$ cat src/rtl/fetch_stage_if.sv
// ============================================================================
// Module      : fetch_stage_if
// Description : Fetch-stage bus: instruction-memory port, downstream control
//               (stall/redirect), IF/ID register outputs. Optional perf
//               counters appear when FETCH_PERF_EN is defined.
// Revision    : 1.0 - initial release
// ============================================================================
`default_nettype none

interface fetch_stage_if;
    logic [31:0] imem_addr;
    logic [31:0] imem_data;
    logic        stall;
    logic        redirect_en;
    logic [31:0] redirect_pc;
    logic [31:0] if_id_inst;
    logic [31:0] if_id_pc4;
    logic        if_id_valid;
    logic        misalign_err;
`ifdef FETCH_PERF_EN
    logic [31:0] perf_fetched;
    logic [31:0] perf_flushed;

    modport master (
        output imem_addr, if_id_inst, if_id_pc4, if_id_valid, misalign_err,
               perf_fetched, perf_flushed,
        input  imem_data, stall, redirect_en, redirect_pc
    );
    modport slave (
        input  imem_addr, if_id_inst, if_id_pc4, if_id_valid, misalign_err,
               perf_fetched, perf_flushed,
        output imem_data, stall, redirect_en, redirect_pc
    );
`else
    modport master (
        output imem_addr, if_id_inst, if_id_pc4, if_id_valid, misalign_err,
        input  imem_data, stall, redirect_en, redirect_pc
    );
    modport slave (
        input  imem_addr, if_id_inst, if_id_pc4, if_id_valid, misalign_err,
        output imem_data, stall, redirect_en, redirect_pc
    );
`endif
endinterface

`default_nettype wire

$ cat src/rtl/fetch_stage.sv
// ============================================================================
// Module      : fetch_stage
// Description : Instruction-fetch stage: PC register, combinational imem
//               address, IF/ID register with stall/redirect handling and a
//               sticky misaligned-target flag. FETCH_PERF_EN adds counters.
// Revision    : 1.0 - initial release
// ============================================================================
`default_nettype none

module fetch_stage #(
    parameter logic [31:0] RESET_PC = 32'h0000_0000,
    parameter logic [31:0] NOP_WORD = 32'h0000_0000
) (
    input  wire logic      clk,
    input  wire logic      rst,
    fetch_stage_if.master  bus
);

    localparam logic [31:0] c_pc_step = 32'd4;

    logic [31:0] r_pc;
    logic [31:0] r_inst;
    logic [31:0] r_pc4;
    logic        r_valid;
    logic        r_misalign;
    logic [31:0] w_pc_plus4;

    assign w_pc_plus4 = r_pc + c_pc_step;

    // Redirect wins over stall; a stall freezes PC and IF/ID together.
    always_ff @(posedge clk or posedge rst) begin
        if (rst) begin
            r_pc    <= RESET_PC;
            r_inst  <= NOP_WORD;
            r_pc4   <= 32'd0;
            r_valid <= 1'b0;
        end else if (bus.redirect_en) begin
            r_pc    <= {bus.redirect_pc[31:2], 2'b00};
            r_inst  <= NOP_WORD;
            r_pc4   <= 32'd0;
            r_valid <= 1'b0;
        end else if (!bus.stall) begin
            r_pc    <= w_pc_plus4;
            r_inst  <= bus.imem_data;
            r_pc4   <= w_pc_plus4;
            r_valid <= 1'b1;
        end
    end

    always_ff @(posedge clk or posedge rst) begin
        if (rst) begin
            r_misalign <= 1'b0;
        end else if (bus.redirect_en && (bus.redirect_pc[1:0] != 2'b00)) begin
            r_misalign <= 1'b1;
        end
    end

    assign bus.imem_addr    = r_pc;
    assign bus.if_id_inst   = r_inst;
    assign bus.if_id_pc4    = r_pc4;
    assign bus.if_id_valid  = r_valid;
    assign bus.misalign_err = r_misalign;

`ifdef FETCH_PERF_EN
    logic [31:0] r_perf_fetched;
    logic [31:0] r_perf_flushed;

    always_ff @(posedge clk or posedge rst) begin
        if (rst) begin
            r_perf_fetched <= 32'd0;
            r_perf_flushed <= 32'd0;
        end else if (bus.redirect_en) begin
            r_perf_flushed <= r_perf_flushed + 32'd1;
        end else if (!bus.stall) begin
            r_perf_fetched <= r_perf_fetched + 32'd1;
        end
    end

    assign bus.perf_fetched = r_perf_fetched;
    assign bus.perf_flushed = r_perf_flushed;
`endif

endmodule

`default_nettype wire

$ cat src/flat_wrapper.sv
// flat-port wrapper written by rule: the top's interface ports become plain ports
module fetch_stage_flat 
#(
    parameter logic [31:0] RESET_PC = 32'h0000_0000,
    parameter logic [31:0] NOP_WORD = 32'h0000_0000
)
  (clk, rst, bus_imem_addr, bus_if_id_inst, bus_if_id_pc4, bus_if_id_valid, bus_misalign_err, bus_imem_data, bus_stall, bus_redirect_en, bus_redirect_pc);
  fetch_stage_if bus_i ();
  input  wire logic clk;
  input  wire logic rst;
  output wire logic [$bits(bus_i.imem_addr)-1:0] bus_imem_addr;
  output wire logic [$bits(bus_i.if_id_inst)-1:0] bus_if_id_inst;
  output wire logic [$bits(bus_i.if_id_pc4)-1:0] bus_if_id_pc4;
  output wire logic [$bits(bus_i.if_id_valid)-1:0] bus_if_id_valid;
  output wire logic [$bits(bus_i.misalign_err)-1:0] bus_misalign_err;
  input wire logic [$bits(bus_i.imem_data)-1:0] bus_imem_data;
  input wire logic [$bits(bus_i.stall)-1:0] bus_stall;
  input wire logic [$bits(bus_i.redirect_en)-1:0] bus_redirect_en;
  input wire logic [$bits(bus_i.redirect_pc)-1:0] bus_redirect_pc;
  assign bus_imem_addr = bus_i.imem_addr;
  assign bus_if_id_inst = bus_i.if_id_inst;
  assign bus_if_id_pc4 = bus_i.if_id_pc4;
  assign bus_if_id_valid = bus_i.if_id_valid;
  assign bus_misalign_err = bus_i.misalign_err;
  assign bus_i.imem_data = bus_imem_data;
  assign bus_i.stall = bus_stall;
  assign bus_i.redirect_en = bus_redirect_en;
  assign bus_i.redirect_pc = bus_redirect_pc;
  fetch_stage #(.RESET_PC(RESET_PC), .NOP_WORD(NOP_WORD)) u_core (.clk(clk), .rst(rst), .bus(bus_i));
endmodule
$ cat config.mk
export PLATFORM = sky130hd
export DESIGN_NAME = fetch_stage_flat
export DESIGN_NICKNAME = d
export VERILOG_FILES = /design/src/rtl/fetch_stage_if.sv /design/src/rtl/fetch_stage.sv /design/src/flat_wrapper.sv
export SDC_FILE = /design/constraint.sdc
export NUM_CORES = 1
export LEC_CHECK = 0
export BUFFER_PORTS_ARGS = -buffer_cell sky130_fd_sc_hd__buf_4
export CAP_MARGIN = 10
export CORE_MARGIN = 8
export CORE_UTILIZATION = 55
export DETAILED_ROUTE_END_ITERATION = 8
export GPL_TIMING_DRIVEN = 0
export MAX_ROUTING_LAYER = met4
export PLACE_DENSITY_LB_ADDON = 0.05
export SLEW_MARGIN = 5
export SYNTH_ARGS = -nofsm -noshare
export SYNTH_HDL_FRONTEND = slang
export SYNTH_SLANG_ARGS = --single-unit
$ cat constraint.sdc
create_clock -name clk -period 4.3 [get_ports clk]
set_input_delay 0.43 -clock clk [delete_from_list [all_inputs] [get_ports clk]]
set_output_delay 0.43 -clock clk [all_outputs]
set_load 0.1 [all_outputs]
==> impl_results.md <==
* CP delay by family, top: simple AND/OR/NAND/NOR gates
* Final WL at between 15 and 20 mm
* Crit start category: register
* Post-synthesis sequential area ratio at 0.4886
* DR iter-0 viols at approximately 340
* Hold buffers post-CTS at 0
* Die W at 110.1 microns
* Post-Synth Adder-Cell Area at 0.002571
* Initial core utilization at 0.5635
* Worst setup path startpoint: u_core.bus.imem_addr[2]
* Via/cell ratio at 5.922
* Multiplexer area fraction after synthesis at 0.06583
* Area of the multi-input gates at 2256 sq um
* Share of cells above drive strength 1 at 0.2888
* Ys Warns at 0
* I/O Buffers at 162
* Longest Clk Path Bufs at 2
* Clk_lat worst skew at approximately 380 ps
* Prevailing post-synth register cell: dfrtp_1
* Switch share at 0.4441
* CP endpoint: u_core.bus.if_id_pc4[28]
* Worst path required time at 4580 ps
* Clk slew on worst S/H paths at 110 ps
* Yosys cell types at 48
* Worst EP arrival at between 2000 and 3000 ps
* Worst-Margin Slew at 939.7 ps
* Area contributors post-synth: dfrtp_1, mux2i_1, nor2_1
* CTS root buf: clkbuf_8
* Residual DRC at 0
* CTS-repair resized insts at 0
* Vias in the first global route at 4748
* Fmax at 398.4 MHz
* CP endpoint kind: register
* H-Tree Depth at 3
* Fin util at 0.7459
* Sequential standard cell area at approximately 2400 sq um
* Area added between synthesis and finish at 32.37%
* P_int at 1406 uW
* Worst R2R Setup Slack at roughly 1800 ps
* TritonCTS Buffers at 9
* FP Rows at 34
* Buf+Inv Stages, Crit Path at 1
* Sequential power share at 0.406
* Min-Delay Path Class: in -> async
* Final Max Slew Viols at 0
* Worst setup margin at about 1800 ps
* Fin crit share at 0.5837
* Clk sink count at 95
* Peak supply drop at 0.2028 mV
* Post-synthesis cell count at a little over 500
* Max-Cap Viols at 0
* Critical path type: reg -> reg
* I/O pins at approximately 170
* Initial antenna violation count at 0
* Synth area leader: dfrtp_1
* Xor/xnor share of the synthesized area at 0.04320
* Leak Pwr at 0.002987 uW
* # setup viols final at 0
* Non-filler instance count after layout at 797
* Crit path max fanout at 9
* Fin nets at 753
* R2R depth at 6
* Reg2reg start: u_core.bus.imem_addr[2]
* GRT overflow at 0
* Post-synthesis register bit count at 95
* Final hold violations at 0
* Net Switching at 1123 uW
* Largest net degree at the start of global routing at 50
* Simple-gate area share of the yosys netlist at 0.2276
* Hpwl dp at roughly 12 mm
* CTS tree: built
* Vias at roughly 4700
* CP max stage delay at 530 ps
* Slowest cell on crit path: or4_1
* Mean routed wirelength per cell at 19.30 microns
* First-pass GRT wire length at 23.83 mm
* Clock skew at roughly 18 ps
* Status: completed
* Post-synth EDFFs at 0
* Fin crit period at 2510 ps
* Post-CTS Setup Inserts at 0
* P per Cell Area at 392.5 nW/um^2
* RSZ-0062 raised after global routing: false
* Antenna-violating nets left at 0
* Global placer's final weighted congestion at 0.9378
* Fillers at between 600 and 700
* CP Cell Sequence: ha_1 -> nand4_2 -> or4_1 -> buf_2 -> or3_1 -> a311oi_1
* N_diodes at 0
* DP Cell Count at 781
* Combinational power share at 0.360
* Place WS at 1827 ps
* Post-synth ARST share at 1.000
* Core box area at 8636 sq um
* DR pass1 iterations at 5
* Largest family of logic cells by synthesized area: simple AND/OR/NAND/NOR gates
* Syn Area/Cell at about 9.6 sq um
* Synth Cell Area at 4866 sq um
* Max transition margin at 0.3677
* Final setup TNS at 0 ps
* GRT Overall Usage at 0.2588
* Part of the power in the clock network at 0.234
* Die height at 110.1 microns
* R2R Path End: u_core.bus.if_id_pc4[28]
* Stages on the worst setup path at 6
* Total die area at roughly 12000 sq um
* Top-area cell type share of the netlist area at 0.4886
* Synth Area in Compound Gates at 0.1229
final cells by class:
class | instances | share of cell area
clock inverters | 6 | 0.008159
clock buffers | 10 | 0.02137
flip-flops and latches | 95 | 0.3691
multi-input cells | 359 | 0.3502
plain buffers | 47 | 0.03147
well taps | 108 | 0.02098
inverters | 9 | 0.005633
repair buffers | 163 | 0.1931
metal layers:
metal,vias to the layer above,wire length (microns),share of wire,global-route usage
met5,-,0,0,-
met4,0,328,0.021,0.1041
met3,30,1464,0.095,0.05640
met2,240,7435,0.48,0.4084
met1,2260,6154,0.40,0.3169
li1,2190,-,-,-
flip-flops by register name, summed over array words and instances, names as in the netlist:
signal and cells:
u_core.bus.if_id_inst 32, u_core.bus.misalign_err 1, u_core.bus.imem_addr 30, u_core.bus.if_id_pc4 31
u_core.bus.if_id_valid 1
cells in the mapped netlist (2+ instances only):
cell type and instances:
nor4b_1 2, nor2_1 66, a211oi_1 9, or4_1 18, mux2i_1 32, xnor2_1 16, and2_1 4, a31oi_1 5
and4b_1 2, o31ai_1 9, or3_1 8, a21oi_1 8, nand4_1 16, nand3_1 20, nand2_1 37, and4_1 5
buf_1 5, nor4_1 6, nor2b_1 3, o21a_1 2, dfrtp_1 95, o211ai_1 7, inv_1 9, clkbuf_1 27
a311oi_1 13, and3_1 6, nor3_1 7, nor3b_1 2, xor2_1 8, o21ai_0 30, buf_2 12, buf_4 3
nand2b_1 2
per-stage QoR:
step	power, uW	hold WS, ps	instance area, sq um
2_1_floorplan	1708	545.7	4870
3_3_place_gp	1934	451.0	6221
3_5_place_dp	1953	471.1	6251
4_1_cts	2525	163.0	6441
5_1_grt	2602	196.6	6441
6_report	2528	142.5	6441
how the worst min path moves through the flow:
stage / cells past startpoint / startpoint / to
after detailed placement: 1 / u_core.bus.misalign_err / u_core.bus.misalign_err
final: 2 / rst / u_core.bus.if_id_inst[6]
after global routing: 2 / rst / u_core.bus.if_id_inst[22]
after CTS: 2 / rst / u_core.bus.if_id_pc4[5]
after global placement: 1 / u_core.bus.misalign_err / u_core.bus.misalign_err
after floorplan: 2 / bus_redirect_pc[30] / u_core.bus.imem_addr[30]
worst reg2reg max path, delay by kind of cell (launching register included):
| kind | cells | cell delay, ps |
|---|---|---|
| adders and majority gates | 1 | 310 |
| DFF | 1 | 520 |
| and+or+nand+nor | 3 | 1140 |
| buffers and inverters | 1 | 190 |
| AOI/OAI and AO/OA | 1 | 260 |
power by group through the flow:
| stage | logic [uW] | clock network [uW] | registers [uW] |
|---|---|---|---|
| detailed placement | 913 | 0 | 1040 |
| global placement | 898 | 0 | 1040 |
| finish | 911 | 592 | 1030 |
| floorplan | 201 | 0 | 1510 |
| global route | 949 | 619 | 1030 |
| CTS | 914 | 588 | 1020 |
cell families (layout without fill, tap and decap cells):
logic type	count (synthesis)	in the layout
adder cells (fa/ha/maj)	1	1
flip-flops	95	95
AND/OR/NAND/NOR	210	210
other	1	2
buffers and inverters	56	235
XOR/XNOR	24	24
multiplexers	32	32
AO/OA/AOI/OAI	90	90
placed cells by master (no fill, tap or decap), types with 10 or more instances in the layout:
cell,synthesis,routed
buf_4,3,165
dfrtp_1,95,95
nor2_1,66,66
nand2_1,37,37
mux2i_1,32,32
o21ai_0,30,30
clkbuf_1,27,27
nand3_1,20,20
or4_1,18,18
nand4_1,16,16
xnor2_1,16,16
a311oi_1,13,13
buf_2,12,12
clkbuf_8,0,10
(Power assumes the default switching activity.)
